## config.mk

```make
export PLATFORM = sky130hd
export DESIGN_NAME = decoder_2to4_hold
export DESIGN_NICKNAME = d
export VERILOG_FILES = /design/src/rtl/decoder_2to4_hold.sv
export SDC_FILE = /design/constraint.sdc
export NUM_CORES = 1
export LEC_CHECK = 0
export ABC_AREA = 1
export ABC_CLOCK_PERIOD_IN_PS = 2580
export BUFFER_PORTS_ARGS = -buffer_cell sky130_fd_sc_hd__buf_4
export CAP_MARGIN = 25
export CORE_UTILIZATION = 35
export CTS_BUF_LIST = sky130_fd_sc_hd__clkbuf_4
export DETAILED_ROUTE_END_ITERATION = 6
export PLACE_DENSITY = 0.6
export REMOVE_ABC_BUFFERS = 1
export SETUP_SLACK_MARGIN = 0.2
export SYNTH_ARGS = -nofsm -noshare
export SYNTH_HDL_FRONTEND = slang
export SYNTH_SLANG_ARGS = --single-unit
export TNS_END_PERCENT = 50
```

## constraint.sdc

```tcl
create_clock -name clk -period 2.58 [get_ports clk]
set_input_delay 0.387 -clock clk [delete_from_list [all_inputs] [get_ports clk]]
set_output_delay 0.387 -clock clk [all_outputs]
set_load 0.005 [all_outputs]
```

## src/rtl/decoder_2to4_hold.sv

```systemverilog
// Registered 2-to-4 one-hot decoder with valid/ready input, minimum output hold and acknowledge.
// Optional accepted-code counter enabled by defining DECODER_COUNT_EN.
module decoder_2to4_hold #(
    parameter int unsigned HOLD_CYCLES = 4,
    parameter int unsigned CNT_W       = 8
) (
    input  logic             clk,
    input  logic             rst_n,
    input  logic             in_valid,
    input  logic [1:0]       in_code,
    output logic             in_ready,
    output logic [3:0]       out,
    output logic             out_valid,
    input  logic             out_ack,
    input  logic             err_clr,
    output logic             error,
    output logic [CNT_W-1:0] count
);

    typedef enum logic [1:0] {
        StIdle = 2'd0,
        StHold = 2'd1,
        StWait = 2'd2
    } state_t;

    localparam logic [7:0] HoldLoad = 8'(HOLD_CYCLES - 1);

    state_t     state_q;
    logic [7:0] hold_cnt_q;
    logic [3:0] out_q;
    logic       out_valid_q;
    logic       in_ready_q;

    always_ff @(posedge clk or negedge rst_n) begin
        if (!rst_n) begin
            state_q     <= StIdle;
            hold_cnt_q  <= '0;
            out_q       <= '0;
            out_valid_q <= 1'b0;
            in_ready_q  <= 1'b1;
        end else begin
            case (state_q)
                StIdle: begin
                    if (in_valid) begin
                        out_q       <= 4'b0001 << in_code;
                        out_valid_q <= 1'b1;
                        hold_cnt_q  <= HoldLoad;
                        in_ready_q  <= 1'b0;
                        state_q     <= StHold;
                    end
                end
                StHold: begin
                    // out_ack is deliberately not sampled here
                    if (hold_cnt_q == 8'd0) begin
                        state_q <= StWait;
                    end else begin
                        hold_cnt_q <= hold_cnt_q - 8'd1;
                    end
                end
                StWait: begin
                    if (out_ack) begin
                        out_q       <= '0;
                        out_valid_q <= 1'b0;
                        in_ready_q  <= 1'b1;
                        state_q     <= StIdle;
                    end
                end
                default: begin
                    out_q       <= '0;
                    out_valid_q <= 1'b0;
                    in_ready_q  <= 1'b1;
                    state_q     <= StIdle;
                end
            endcase
        end
    end

    assign in_ready  = in_ready_q;
    assign out       = out_q;
    assign out_valid = out_valid_q;

    // A stalled producer must keep in_valid high and in_code steady until accepted.
    logic       prev_valid_q;
    logic       prev_ready_q;
    logic [1:0] prev_code_q;
    logic       error_q;
    logic       violation;

    assign violation = prev_valid_q && !prev_ready_q && (!in_valid || (in_code != prev_code_q));

    always_ff @(posedge clk or negedge rst_n) begin
        if (!rst_n) begin
            prev_valid_q <= 1'b0;
            prev_ready_q <= 1'b1;
            prev_code_q  <= '0;
            error_q      <= 1'b0;
        end else begin
            prev_valid_q <= in_valid;
            prev_ready_q <= in_ready_q;
            prev_code_q  <= in_code;
            if (violation) begin
                error_q <= 1'b1;
            end else if (err_clr) begin
                error_q <= 1'b0;
            end
        end
    end

    assign error = error_q;

`ifdef DECODER_COUNT_EN
    logic [CNT_W-1:0] count_q;

    always_ff @(posedge clk or negedge rst_n) begin
        if (!rst_n) begin
            count_q <= '0;
        end else if (in_ready_q && in_valid && (count_q != {CNT_W{1'b1}})) begin
            count_q <= count_q + 1'b1;
        end
    end

    assign count = count_q;
`else
    assign count = '0;
`endif

endmodule

```

# Word level (Yosys, flattened, before mapping)
# Cells that the tools add are included.
[classes] n_reduce_logical=12 n_bitwise=1 eq_ne=7 n_mux=18 shifts=1 n_addsub=1
[ops] op="two-way mux 8 bit" count=2
[ops] op="one-hot mux 8 bit (2 select lines)" count=1
[ops] op="one-hot mux 4 bit (3 select lines)" count=1
[ops] op="AND reduction 3 bit" count=3
[ops] op="zero test 8 bit" count=1
[ops] op="two-way mux 4 bit" count=2
[ops] op="inequality test 2 bit, second input constant" count=4
[ops] op="subtractor 8 x 1 -> 8 bit, second input constant" count=1
[ops] op="two-way mux 1 bit" count=6
[ops] op="two-way mux 2 bit" count=3
[ops] op="one-hot mux 1 bit (3 select lines)" count=2
[ops] op="one-hot mux 2 bit (3 select lines)" count=1
[ops] op="nonzero test 2 bit" count=2
[ops] op="left shift 1 x 2 -> 4 bit, first input constant" count=1
[ops] op="== test 2 x 1 -> 1 bit, second input constant" count=1
[ops] op="== test 2 bit, second input constant" count=1
[ops] op="logical AND 1 bit" count=2
[ops] op="zero test 1 bit" count=2
[ops] op="zero test 2 bit" count=1
[ops] op="inequality test 2 bit" count=1
[ops] op="logical OR 1 bit" count=1
[ops] op="inverter 1 bit" count=1
[word_totals] wordCells=49 out_inout_bits=15 in_bits=7 reg_bits=21

# Logic depth before layout (Yosys ltp)
[depth] depth_word=4 depth_mapped=9 ltp_nobuf=9

# Worst setup path after synthesis
# OpenSTA, ideal clock, no wires.
[synth_path] path_type="flip-flop to flip-flop" start="reg hold_cnt_q[0]" end="reg hold_cnt_q[0]" required_time_ps=2463 setup_slack_ps=1279 path_buffers=0 synth_period_minus_slack_ps=1301 arrival_time_ps=1184 setup_ps=117 stages_incl_launch_ff=10 path_cell_list="dfrtp_1 -> inv_1 -> ha_1 -> nand2_1 -> nor2_1 -> nand2_2 -> nand2_4 -> nand2_4 -> nor2_2 -> nor2_1"
[synth_between] elab_chain_cells=3 elab_cells_between_ends=6 classes_between="add/sub: 1; eq/ne: 1; mux: 2; reduce/logical: 2"
[synth_rtl] element="from (decl)" line_no="29" text="logic [7:0] hold_cnt_q;"
[synth_rtl] element="from (signal assigned)" line_no="47" text="hold_cnt_q <= HoldLoad;"
[synth_rtl] element="from (signal assigned)" line_no="57" text="hold_cnt_q <= hold_cnt_q - 8'd1;"
[synth_rtl] element="subtractor 8 x 1 -> 8 bit / zero test 8 bit (equally long branches)" line_no="57, 54"
[synth_rtl] element="two-way mux 8 bit / inequality test 2 bit (equally long branches)"
[synth_rtl] element="one-hot mux 8 bit (2 select lines) / AND reduction 3 bit (equally long branches)"
# Several ways; a longest one is shown, not always the timed one. The select of a mux whose other input is x is not followed.
# A chain may end at the register's enable or synchronous reset.

# Worst setup path after layout
# Ends and elaborated chain as after synthesis.

==> impl_metrics.json <==
{
  "busiest_layer": "met2",
  "root_buffer": "clkbuf_4",
  "synth_top_cell_by_area": "dfrtp_1",
  "wirelength_mm": 1.926,
  "clock_path_buffers": 2,
  "initialDrtViolationCount": 43,
  "p_per_area_nw_per_um2": 1094,
  "grt_max_degree": 22,
  "cts_made_buffers": 3,
  "yosysMostFrequentCell": "nand2_1",
  "yosysSeqAreaShare_pct": 47.95,
  "critPathMaxFanout": 10,
  "place.gp.congestion": 0.8720,
  "switchingPower_uw": 597.8,
  "finalClockSkew_ps": 0.7474,
  "cts_tree": "yes",
  "seq_area_um2": 528.0,
  "async_flop_share_pct": 100.0,
  "ys_top_cells_by_count": "nand2_1, dfrtp_1, inv_1, nor2_1, nand3_1",
  "layout.cells.non_filler": 193,
  "setup_viol": 0,
  "worst_setup_path_end_kind": "flop",
  "seqPwrFrac_pct": 39.8,
  "grt_overflow": 0,
  "gr-usage-all-layers_pct": 13.31,
  "avgRoutedWirePerCell_um": 9.979,
  "antenna_cells": 0,
  "cts-htree-levels": 1,
  "internal_power_uw": 774.7,
  "synthTopCellsByArea": "dfrtp_1, nand2_1, inv_1, buf_4, dfstp_2",
  "maxSlewViolCount": 0,
  "layout-drive-gt1-share_pct": 21.19,
  "criticalPathCategory": "flop to flop",
  "pwr-share-comb_pct": 48.6,
  "port_buffers": 13,
  "viasPerCell": 4.244,
  "grt_util_met3_pct": 4.688,
  "rsz0062_at_grt": "no",
  "remaining_drc_errors": 0,
  "min_period_ps": 1436,
  "p_leak_uw": 0.0006603,
  "rrSetupSlack_ps": 1140,
  "antenna_found_initial": 0,
  "vias": 819,
  "cp.arrival_ps": 1640,
  "clock_latency_ps": 300,
  "finalSetupTns_ps": 0,
  "synth_flop_cell": "dfrtp_1",
  "grt_pass1_vias": 779,
  "synth_top_area_share_pct": 43.18,
  "status": "finished, final reports clean",
  "vdd_drop_max_uv": 462.4,
  "drtAntennaViolNets": 0,
  "pwr-share-clk_pct": 11.6,
  "syn_area_um2": 1101,
  "swShare_pct": 43.56,
  "timing.rr.start": "hold_cnt_q[0]",
  "synth_warnings": 0,
  "synth_edf_count": 0,
  "firstDrtPassIters": 4,
  "hold_viol": 0,
  "min_to": "prev_code_q[0]",
  "period_share_pct": 55.67,
  "syn_inst": 134,
  "clock-sinks": 21,
  "hp-start": "in_code[0]",
  "initial_utilization_pct": 38.28,
  "syn2layout_area_growth_pct": 13.98,
  "core_um2": 2877,
  "fmax_mhz": 696.2,
  "grt.met2_usage_pct": 22.50,
  "critPathLaunchType": "flop",
  "grt_pass1_wl_mm": 3.456,
  "die-area_um2": 3374,
  "cap_violations": 0,
  "clkTransAtPathRegs_ps": 120,
  "ff2ff_path_depth": 9,
  "synth.distinct_cells": 22,
  "fp-row-count": 19,
  "syn_area_per_cell_um2": 8.217,
  "die_w_um": 58.09,
  "pin_count": 22,
  "power.total_uw": 1372,
  "regToRegEndpoint": "hold_cnt_q[0]",
  "met1_usage_pct": 16.71,
  "hold_class": "primary input to flop",
  "dp.final_hpwl_mm": 1.464,
  "fp.dieH_um": 58.09,
  "yosys_register_bits": 21,
  "min_path_cells": 1,
  "dp_cells": 188,
  "multi_input_area_um2": 467.9,
  "layout.nets": 161,
  "required_ps": 2790,
  "fillCellCount": 286
}
-- how the worst max path moves through the flow --
stage	end	cells past startpoint	from	slack, ps
after floorplan	hold_cnt_q[0]	9	hold_cnt_q[0]	1280
after global placement	hold_cnt_q[1]	9	hold_cnt_q[0]	1190
after detailed placement	hold_cnt_q[6]	9	hold_cnt_q[0]	1150
after CTS	hold_cnt_q[6]	9	hold_cnt_q[0]	1140
after global routing	hold_cnt_q[6]	9	hold_cnt_q[0]	1030
final	hold_cnt_q[0]	9	hold_cnt_q[0]	1140
-- cell usage in the layout (no fill, tap or decap) --
| cell type | synthesis | final |
|---|---|---|
| nand2_1 | 33 | 33 |
| dfrtp_1 | 19 | 19 |
| inv_1 | 17 | 17 |
| nor2_1 | 13 | 13 |
| buf_4 | 8 | 13 |
| nand3_1 | 9 | 9 |
| conb_1 | 1 | 8 |
| nor2_2 | 5 | 5 |
| nand4_1 | 4 | 4 |
| nand2_2 | 3 | 3 |
| o21ai_0 | 3 | 3 |
| clkbuf_4 | 0 | 3 |
| inv_2 | 2 | 2 |
| o31ai_1 | 2 | 2 |
| xnor2_1 | 2 | 2 |
| nand2_4 | 2 | 2 |
| xor2_1 | 2 | 2 |
| o21ai_1 | 2 | 2 |
| ha_1 | 2 | 2 |
| dfstp_2 | 2 | 2 |
| nor2_4 | 1 | 1 |
| o22ai_1 | 1 | 1 |
| a21oi_1 | 1 | 1 |
| clkinv_2 | 0 | 1 |
| dlygate4sd3_1 | 0 | 1 |
-- sequential cells by signal, indices dropped and copies added (netlist names) --
| name | count |
|---|---|
| error | 1 |
| hold_cnt_q | 8 |
| in_ready | 1 |
| out | 4 |
| out_valid | 1 |
| prev_code_q | 2 |
| prev_ready_q | 1 |
| prev_valid_q | 1 |
| state_q | 2 |
-- critical path, stage by stage (launching register included) --
cell and delay [ps]:
dfrtp_1 400, inv_1 160, ha_1 170, nand2_1 50
nor2_1 100, nand2_2 100, nand2_4 110, nand2_4 100
nor2_2 90, nor2_1 50
-- layout make-up --
| cell class | instances | share of cell area (%) |
|---|---|---|
| clock buffers | 3 | 1.795 |
| well taps | 42 | 4.187 |
| clock inverters | 1 | 0.3988 |
| repair buffers | 14 | 8.574 |
| flip-flops and latches | 21 | 42.07 |
| inverters | 19 | 5.683 |
| multi-input cells | 93 | 37.29 |
-- stage by stage --
| step | setup WS [ps] | cell area (um^2) | hold WS, ps | utilization [%] |
|---|---|---|---|---|
| 2_1_floorplan | 1279 | 1067 | 91.41 | - |
| 3_3_place_gp | 1190 | 1217 | 285.5 | 42.32 |
| 3_5_place_dp | 1155 | 1217 | 288.6 | 42.32 |
| 4_1_cts | 1139 | 1255 | 184.7 | 43.63 |
| 5_1_grt | 1025 | 1255 | 176.5 | 43.63 |
| 6_report | 1144 | 1255 | 198.9 | 43.63 |
-- timing repair --
item | in CTS | in global routing
setup buffers | 0 | 0
gates resized for setup | 0 | 0
endpoints found under the hold margin | 19 | 0
hold buffers | 1 | 0
-- power groups by stage --
stage / combinational [uW] / clock [uW] / sequential [uW]
final: 668 / 159 / 546
after global routing: 769 / 182 / 560
after CTS: 675 / 172 / 545
after detailed placement: 672 / 0 / 553
after global placement: 666 / 0 / 549
after floorplan: 480 / 0 / 542
-- per-layer routing --
metal	routed length, um	vias up
met5	0	-
met4	8	0
met3	121	2
met2	873	30
met1	923	356
li1	-	431
-- kinds of logic (layout without fill, tap and decap cells) --
| kind of cell | Yosys count | after routing | synth area share, % |
|---|---|---|---|
| flops | 21 | 21 | 47.95 |
| xor+xnor | 4 | 4 | 3.182 |
| simple gates | 70 | 70 | 29.66 |
| buf+inv | 27 | 37 | 11.93 |
| compound gates | 9 | 9 | 4.658 |
| other cells | 1 | 8 | 0.3406 |
| fa+ha+maj | 2 | 2 | 2.272 |
Power figures use the tool's default switching activity.
